===== src/rtl/redmule_castout_ctrl.sv =====
// redmule_castout_ctrl
//   Sequences one cast-out job: streams cfg_nwords_i words from the Z-buffer
//   side through an external fixed-latency castout unit into a local output
//   FIFO. A word is issued only when a FIFO slot is already reserved for it,
//   because the castout pipeline cannot stall. The per-job cast configuration
//   is latched at start and held until the next job is accepted.
//
//   Ports
//     clk_i, rst_i, clear_i        clock, sync active-high reset, sync soft clear
//     start_i, cfg_*_i             job start pulse and per-job configuration
//     in_valid_i/in_data_i/in_ready_o     source word handshake
//     cast_src_o/cast_en_o/cast_fmt_o     operand and controls to castout unit
//     cast_dst_i                   castout result, CAST_LAT cycles after issue
//     out_valid_o/out_data_o/out_ready_i  FIFO head towards the store streamer
//     busy_o, done_o               job status; done_o pulses once per job
//
//   Optional build macro REDMULE_CASTOUT_CTRL_PERF_EN adds stall_cnt_o and
//   backp_cnt_o saturating performance counters.
module redmule_castout_ctrl #(
    parameter int unsigned DATA_W     = 288,
    parameter int unsigned CAST_LAT   = 1,
    parameter int unsigned FIFO_DEPTH = 4,
    parameter int unsigned CNT_W      = 16,
    parameter int unsigned FMT_W      = 3
) (
    input  logic              clk_i,
    input  logic              rst_i,
    input  logic              clear_i,
    input  logic              start_i,
    input  logic              cfg_cast_i,
    input  logic [FMT_W-1:0]  cfg_dst_fmt_i,
    input  logic [CNT_W-1:0]  cfg_nwords_i,
    input  logic              in_valid_i,
    input  logic [DATA_W-1:0] in_data_i,
    output logic              in_ready_o,
    output logic [DATA_W-1:0] cast_src_o,
    output logic              cast_en_o,
    output logic [FMT_W-1:0]  cast_fmt_o,
    input  logic [DATA_W-1:0] cast_dst_i,
    output logic              out_valid_o,
    output logic [DATA_W-1:0] out_data_o,
    input  logic              out_ready_i,
    output logic              busy_o,
    output logic              done_o
`ifdef REDMULE_CASTOUT_CTRL_PERF_EN
    ,
    output logic [31:0]       stall_cnt_o,
    output logic [31:0]       backp_cnt_o
`endif
);

    localparam int unsigned PTR_W  = (FIFO_DEPTH > 1) ? $clog2(FIFO_DEPTH) : 1;
    localparam int unsigned OCC_W  = $clog2(FIFO_DEPTH + CAST_LAT + 1) + 1;
    localparam int unsigned PIPE_W = (CAST_LAT > 0) ? CAST_LAT : 1;

    typedef enum logic [1:0] {IDLE, RUN, DRAIN, DONE} state_t;

    state_t             state_q, state_d;
    logic               flush;
    logic               start_acc;
    logic               issue, push, pop;
    logic [CNT_W-1:0]   remaining_q;
    logic [PIPE_W-1:0]  pipe_q;
    logic [OCC_W-1:0]   inflight;
    logic [OCC_W-1:0]   fifo_cnt_q;
    logic [OCC_W-1:0]   cnt_after_pop;
    logic [PTR_W-1:0]   rd_ptr_q, wr_ptr_q;
    logic [DATA_W-1:0]  mem_q [FIFO_DEPTH];

    assign flush      = rst_i | clear_i;
    assign cast_src_o = in_data_i;
    assign busy_o     = (state_q != IDLE);
    assign done_o     = (state_q == DONE);

    assign out_valid_o = (fifo_cnt_q != '0);
    assign out_data_o  = mem_q[rd_ptr_q];
    assign pop         = out_valid_o & out_ready_i;

    // Words still inside the castout unit already own a FIFO slot.
    always_comb begin
        inflight = '0;
        for (int unsigned i = 0; i < PIPE_W; i++) begin
            inflight = inflight + OCC_W'(pipe_q[i]);
        end
    end

    // Occupancy after this cycle's pop, so a pop frees its credit immediately.
    assign cnt_after_pop = fifo_cnt_q - OCC_W'(pop);
    assign in_ready_o    = (state_q == RUN) && (remaining_q != '0) &&
                           ((cnt_after_pop + inflight) < OCC_W'(FIFO_DEPTH));
    assign issue         = in_valid_i & in_ready_o;
    assign push          = (CAST_LAT == 0) ? issue : pipe_q[PIPE_W-1];

    always_comb begin
        state_d   = state_q;
        start_acc = 1'b0;
        unique case (state_q)
            IDLE: begin
                if (start_i) begin
                    start_acc = 1'b1;
                    state_d   = (cfg_nwords_i != '0) ? RUN : DONE;
                end
            end
            RUN: begin
                if (issue && (remaining_q == CNT_W'(1))) state_d = DRAIN;
            end
            DRAIN: begin
                if ((inflight == '0) && (fifo_cnt_q == '0)) state_d = DONE;
            end
            DONE:    state_d = IDLE;
            default: state_d = IDLE;
        endcase
    end

    always_ff @(posedge clk_i) begin
        if (flush) begin
            state_q     <= IDLE;
            remaining_q <= '0;
            cast_en_o   <= 1'b0;
            cast_fmt_o  <= '0;
            pipe_q      <= '0;
            rd_ptr_q    <= '0;
            wr_ptr_q    <= '0;
            fifo_cnt_q  <= '0;
        end else begin
            state_q <= state_d;
            if (start_acc) begin
                remaining_q <= cfg_nwords_i;
                cast_en_o   <= cfg_cast_i;
                cast_fmt_o  <= cfg_dst_fmt_i;
            end else if (issue) begin
                remaining_q <= remaining_q - CNT_W'(1);
            end
            pipe_q[0] <= (CAST_LAT > 0) & issue;
            for (int unsigned i = 1; i < PIPE_W; i++) begin
                pipe_q[i] <= pipe_q[i-1];
            end
            if (push) wr_ptr_q <= (wr_ptr_q == PTR_W'(FIFO_DEPTH - 1)) ? '0 : wr_ptr_q + PTR_W'(1);
            if (pop)  rd_ptr_q <= (rd_ptr_q == PTR_W'(FIFO_DEPTH - 1)) ? '0 : rd_ptr_q + PTR_W'(1);
            fifo_cnt_q <= fifo_cnt_q + OCC_W'(push) - OCC_W'(pop);
        end
    end

    // Storage needs no reset: occupancy alone defines what is valid.
    always_ff @(posedge clk_i) begin
        if (push && !flush) mem_q[wr_ptr_q] <= cast_dst_i;
    end

`ifdef REDMULE_CASTOUT_CTRL_PERF_EN
    always_ff @(posedge clk_i) begin
        if (flush || start_acc) begin
            stall_cnt_o <= '0;
            backp_cnt_o <= '0;
        end else begin
            if ((state_q == RUN) && in_valid_i && !in_ready_o && (stall_cnt_o != '1))
                stall_cnt_o <= stall_cnt_o + 32'd1;
            if (out_valid_o && !out_ready_i && (backp_cnt_o != '1))
                backp_cnt_o <= backp_cnt_o + 32'd1;
        end
    end
`endif

`ifndef SYNTHESIS
    fifo_no_overflow: assert property (@(posedge clk_i) disable iff (flush)
        !(push && !pop && (fifo_cnt_q == OCC_W'(FIFO_DEPTH))));
`endif

endmodule


===== config.mk =====
export PLATFORM = sky130hd
export DESIGN_NAME = redmule_castout_ctrl
export DESIGN_NICKNAME = d
export VERILOG_FILES = /design/src/rtl/redmule_castout_ctrl.sv
export SDC_FILE = /design/constraint.sdc
export NUM_CORES = 1
export LEC_CHECK = 0
export ABC_AREA = 1
export CAP_MARGIN = 20
export CORE_AREA = 5 5 455 457
export CTS_CLUSTER_DIAMETER = 80
export DETAILED_ROUTE_END_ITERATION = 6
export DIE_AREA = 0 0 460 462
export PLACE_DENSITY = 0.4
export RECOVER_POWER = 25
export SLEW_MARGIN = 20
export SYNTH_ARGS = -nofsm -noshare
export SYNTH_HDL_FRONTEND = slang
export SYNTH_SLANG_ARGS = --single-unit

===== constraint.sdc =====
create_clock -name clk_i -period 41.6 [get_ports clk_i]
set_input_delay 10.4 -clock clk_i [delete_from_list [all_inputs] [get_ports clk_i]]
set_output_delay 10.4 -clock clk_i [all_outputs]
set_load 0.01 [all_outputs]

# Word level (Yosys, flattened, before mapping)
# Memory sizes are Yosys's and may differ from the RTL's. A register that Yosys moved wholly into a read port is not among the register bits.
# Cells that the tools add are included.
# W data, S select, Z words.
[classes]
muxes = 15
n_lt_le_gt_ge = 1
n_reduce_logical = 15
n_addsub = 7
n_bitwise = 3
n_eq_ne = 9
[ops]
columns = ["cell", "count"]
rows = [
  ["$mux W16", 2],
  ["$reduce_bool A16 Y1", 2],
  ["$eq A16 B1 Y1 const B", 1],
  ["$mux W2", 8],
  ["$sub A16 B1 Y16 const B", 1],
  ["$add A4 B1 Y4", 2],
  ["$eq A2 B2 Y1 const B", 4],
  ["$logic_not A4 Y1", 2],
  ["$pmux W2 S4", 1],
  ["$sub A4 B1 Y4", 2],
  ["$logic_and A1 B1 Y1", 5],
  ["$add A2 B1 Y2 const B", 2],
  ["$lt A4 B3 Y1 const B", 1],
  ["$mux W1", 4],
  ["$ne A2 B2 Y1 const B", 2],
  ["$reduce_bool A2 Y1", 2],
  ["$reduce_bool A4 Y1", 1],
  ["$reduce_and A3 Y1", 1],
  ["$and A1 B1 Y1", 2],
  ["$eq A2 B1 Y1 const B", 1],
  ["$logic_not A2 Y1", 1],
  ["$ne A2 B1 Y1 const B", 1],
  ["$logic_not A1 Y1", 1],
  ["$or A1 B1 Y1", 1],
]
[word_totals]
n_memories = 1
out_inout_bits = 584
mem_bits_rw = 1152
regBits = 31
[mem_list]
columns = ["name", "depth", "word_bits", "read_ports", "rd_clocked_by_memory_dff", "wr", "line", "text"]
rows = [
  ["mem_q", 4, 288, 1, 1, 1, "68", "logic [DATA_W-1:0] mem_q [FIFO_DEPTH];"],
]

# Logic depth before layout (Yosys ltp)
[depth]
word_depth = 10
depth_mapped = 18

# Worst setup path before layout
# OpenSTA, ideal clock, no wires.
[synth_timing]
path_kind = "input port to flip-flop"
start = "input clear_i"
end = "memory mem_q[0][0] (enable)"
setup_ns = 0.944
path_stages = 3
setup_slack_ns = 17.953
n_path_buf = 0
arrival_ns = 22.703
path_cell_list = "nor2_1 > nand2_1 > nor2_1"
[synth_via]
elab_chain_len = 5
[synth_rtl]
columns = ["item", "line", "text"]
rows = [
  ["from (decl)", "28", "input logic clear_i,"],
  ["$or A1 B1 Y1", "70", "assign flush = rst_i | clear_i;"],
  ["$logic_not A1 Y1", "146", "if (push && !flush) mem_q[wr_ptr_q] <= cast_dst_i;"],
  ["$logic_and A1 B1 Y1", "146", ""],
  ["$mux W1", "146", ""],
  ["$mux W1 (implied by the code)", "146", ""],
  ["to (decl)", "68", ""],
]
# Every way passes these cells.

# Final worst setup path
[layout_timing]
start = "input out_ready_i"
end = "output in_ready_o"
[layout_via]
elab_chain_len = 5
[layout_rtl]
columns = ["item", "line", "text"]
rows = [
  ["from (decl)", "42", "input logic out_ready_i,"],
  ["$and A1 B1 Y1", "77", "assign pop = out_valid_o & out_ready_i;"],
  ["$sub A4 B1 Y4", "88", "assign cnt_after_pop = fifo_cnt_q - OCC_W'(pop);"],
  ["$add A4 B1 Y4", "90", "((cnt_after_pop + inflight) < OCC_W'(FIFO_DEPTH));"],
  ["$lt A4 B3 Y1", "90", ""],
  ["$logic_and A1 B1 Y1", "89", "assign in_ready_o = (state_q == RUN) && (remaining_q != '0) &&"],
  ["to (decl)", "35", "output logic in_ready_o,"],
]
# Every way passes these cells.

==> impl.org <==
** Outcome
- The run finished with clean final reports.

** Route
- DRC :: 0
- Detail-routed via count per cell :: approximately 4.4
- After detailed routing, the average wire length per cell comes to 30.6 um.
- Number of detailed-route iterations in the first pass :: 5
- The count of nets left with antenna violations once routing finished came out at 0.
- Post-detailed-routing wire length :: approximately 200 mm
- For this block, the initial DRC count from the detailed router was 1732.
- The routed layout has about 29000 vias.

** Final layout
- The count of cells in the finished layout, fillers not included, comes to 6539.
- Summing all flip-flop and latch instances after layout gives 35300 um2.
- Area used by multi-input combinational logic :: 8190 um2
- Relative to the synthesized area, the layout overhead comes to 24.8%.
- In the final layout, the share of cells above drive strength 1 is 0.0669.
- For this run, the post-layout net count is 4314.
- Counting the fill cells in the layout gives 20700.
- End-of-flow core utilization :: 0.286

** Global route
- Entering global routing, the biggest net connects 190 pins.
- Remaining Overflow, GRT :: 0
- The number of antenna violations at the first check in global routing was around 120.
- The first global-routing pass estimated ~260 mm of wire.
- In the global route stage, overall resource usage came out at 0.180.
- Vias in the first global route :: between 20000 and 30000

** Synth
- Synthesis-stage register bit count :: 1185
- Each instance of the synthesized netlist takes up on average roughly 14 um2.
- For this run, the leading register cell type out of synthesis is sky130_fd_sc_hd__edfxtp_1.
- Synth warn :: 0
- After synthesis, the share of flip-flops with an asynchronous set or reset is 0.
- Yosys top cell area share :: 0.744
- Summed over all instances, the cell type with the most area after synthesis is sky130_fd_sc_hd__edfxtp_1.
- Seq/Total Area, Yosys :: 0.758
- Cell count after synthesis :: between 3000 and 4000
- The netlist uses 39 different library cells.
- Top post-synthesis cells by count :: 1152 x sky130_fd_sc_hd__edfxtp_1, 625 x sky130_fd_sc_hd__nor2_1, 587 x sky130_fd_sc_hd__o21ai_0
- Number of flops mapped to enable cells by yosys :: ~1200
- Sorting the synthesized cells by area gives the leading types as sky130_fd_sc_hd__edfxtp_1 74%, sky130_fd_sc_hd__o21ai_0 6.3%, sky130_fd_sc_hd__nor2_1 5.0%.
- Most common cell in the netlist :: sky130_fd_sc_hd__edfxtp_1
- Syn Std Cell Area :: 46500 um2
- Post-Synthesis Net Count :: ~4000

** Setup path
- For the worst setup path, the data required time is ~31000 ps.
- The signal on the critical path passes through clkdlybuf4s50_1, nand2_1, inv_1, nand2_1, o21ai_0, ha_1, fa_1, xor2_1, nor2_1, nand2_4, nor2_8, clkdlybuf4s50_1.
- Worst endpoint data arrival time :: between 10000 and 15000 ps
- Sort of element at the start of the critical path :: primary input
- Maximum fanout encountered on the critical timing path :: 7
- Kind of capture point of the worst setup path :: output pin
- Among cell families on the critical path, the largest total delay comes from buffers and inverters.
- The slowest stage of the critical path belongs to the cell sky130_fd_sc_hd__clkdlybuf4s50_1.
- Slowest stage delay, CP :: between 600 and 700 ps
- The critical path is of the primary input to output pin type.
- Critical path buffer and inverter count :: 3

** Power and ir drop
- Part of the power in combinational logic :: 0.135
- Of the total power, the share spent switching nets is 0.258.
- Worst IR Drop VDD :: 0.0342 mV
- Summed over all cells, the static leakage comes to 0.0187 uW.
- Of the total power, the clock network draws 0.413.
- Internal power comes to 2160 uW.
- Net switching power :: between 700 and 800 uW
- Power per unit of standard cell area :: 50.2 nW/um2
- Summing internal, switching and leakage power gives about 2900 uW.
- Seq pwr share :: 0.452

** Floorplan
- After floorplanning, the core was divided into 166 placement rows.
- For this configuration, the core starts out at a cell density of 0.229.
- Area of the die :: 213000 um2
- Measured along the x axis, the die boundary spans around 460 um.
- Y dimension of the die :: ~460 um
- During I/O placement, the number of pins put on the boundary was between 1000 and 1500.
- The core region is just over 200000 um2.

** Clock tree
- Worst-path clk slew :: around 50 ps
- Skew-Pair Late Insertion Delay :: about 800 ps
- For this design, the sink count on the clock tree is 1185.
- In this run, CTS created clock tree buffers numbering 143.
- In this run the clock root is driven by a sky130_fd_sc_hd__clkbuf_16.
- Post-CTS Setup Inserts :: 0
- Cts-stage hold buffer count :: 0
- Clock tree from TritonCTS :: done
- After clock tree synthesis, the repair step resized 0 gates.
- Max Buffers Root-to-Sink :: 3
- CTS H-tree lvls :: 4

** STA
- Worst slew pin tran :: 1110 ps
- Number of max-slew violations in the final report :: 0
- The worst pin sits at a relative slew slack of 0.262.
- Setup violations remaining at the end of the flow were counted as 0.
- Fin crit period :: 23590 ps
- Across the routed clock network, the largest skew measured is 49.8 ps.
- Setup repair after global routing left no endpoint under its margin.
- For the final routed database, the setup TNS stands at 0 ps.
- Period Utilization, post-route :: 0.567
- Achievable frequency :: 42.4 MHz
- Setup slack on the critical path of the routed design comes to 18010 ps.
- The number of hold violations in the final report was 0.

** Place
- Detailed placement ended at an HPWL of 143 mm.
- Placer Congestion :: between 0.8 and 0.9
- Worst setup timing slack at the placement stage :: 18000 ps
- Port Buf Inserts :: just over 600
- Cells after DPL :: 6238

** Worst hold path
- HP Class :: register to register

** Run
- Count of maximum capacitance violations :: 0
cells by family after synthesis:
| logic type | Yosys count | share of synthesized area |
|---|---|---|
| AOI/OAI and AO/OA | 912 | 0.106 |
| xor gates and xnor gates | 9 | 0.00169 |
| adders and majority gates | 17 | 0.00474 |
| buffers and inverters | 520 | 0.0663 |
| DFF | 1185 | 0.758 |
| and+or+nand+nor | 742 | 0.0626 |
worst reg2reg max path, stage by stage, from the launching register on:
cell and delay, ps:
sky130_fd_sc_hd__dfxtp_1 510, sky130_fd_sc_hd__nand2_1 300, sky130_fd_sc_hd__nor2_4 320, sky130_fd_sc_hd__buf_4 540
sky130_fd_sc_hd__buf_4 740, sky130_fd_sc_hd__buf_4 730, sky130_fd_sc_hd__buf_4 730
layer usage:
metal,share of wire,GRT usage
met1,0.30,0.158
met2,0.48,0.303
met3,0.17,0.143
met4,0.048,0.0765
met5,0.0031,0.00792
state kept, by name (all words and copies together) (netlist names), named ones only:
| register | cells |
|---|---|
| pipe_q | 1 |
| cast_fmt_o | 3 |
| state_q | 2 |
| cast_en_o | 1 |
| rd_ptr_q | 2 |
| mem_q | 1152 |
| wr_ptr_q | 2 |
| remaining_q | 16 |
| fifo_cnt_q | 4 |
cell type report:
cell class              instances  share of cell area
inverters                      33             0.00263
well taps                    2688              0.0579
multi-input cells            1680               0.141
diodes                         42             0.00181
repair buffers                652               0.111
clock buffers                 179              0.0652
flip-flops and latches       1185               0.607
clock inverters                80              0.0126
power groups by stage:
stage | logic, uW | clock network, uW | registers [uW]
5_1_grt | 427 | 1290 | 1320
3_5_place_dp | 406 | 0 | 1340
2_1_floorplan | 195 | 0 | 1340
4_1_cts | 409 | 1240 | 1320
6_report | 395 | 1200 | 1320
3_3_place_gp | 409 | 0 | 1340
cell usage in the layout (no fill, tap or decap), types with 23 or more instances in the layout:
| master | count |
|---|---|
| sky130_fd_sc_hd__nand2_1 | 69 |
| sky130_fd_sc_hd__edfxtp_1 | 1152 |
| sky130_fd_sc_hd__nand3_1 | 23 |
| sky130_fd_sc_hd__diode_2 | 42 |
| sky130_fd_sc_hd__clkbuf_1 | 32 |
| sky130_fd_sc_hd__o21ai_0 | 587 |
| sky130_fd_sc_hd__inv_1 | 29 |
| sky130_fd_sc_hd__buf_4 | 40 |
| sky130_fd_sc_hd__clkinv_1 | 41 |
| sky130_fd_sc_hd__clkdlybuf4s50_1 | 412 |
| sky130_fd_sc_hd__nor2_1 | 621 |
| sky130_fd_sc_hd__dfxtp_1 | 31 |
| sky130_fd_sc_hd__o22ai_1 | 288 |
| sky130_fd_sc_hd__dlygate4sd3_1 | 197 |
| sky130_fd_sc_hd__clkbuf_16 | 146 |
metrics by stage:
stage	hold slack [ps]	instance area, um2
finish	486	58100
global route	500	58000
CTS	487	57900
detailed placement	477	53400
global placement	470	53400
floorplan	450	46500
final timing paths:
check | startpoint | end | slack, ps | cells after the start
worst max-delay path | out_ready_i | in_ready_o | 18010 | 12
worst min register to register | cast_fmt_o[1] | cast_fmt_o[1] | 490 | 2
worst min-delay path | cast_fmt_o[1] | cast_fmt_o[1] | 490 | 2
worst max register to register | pipe_q | mem_q[0][189] | 37260 | 6
Power figures use the tool's default switching activity.
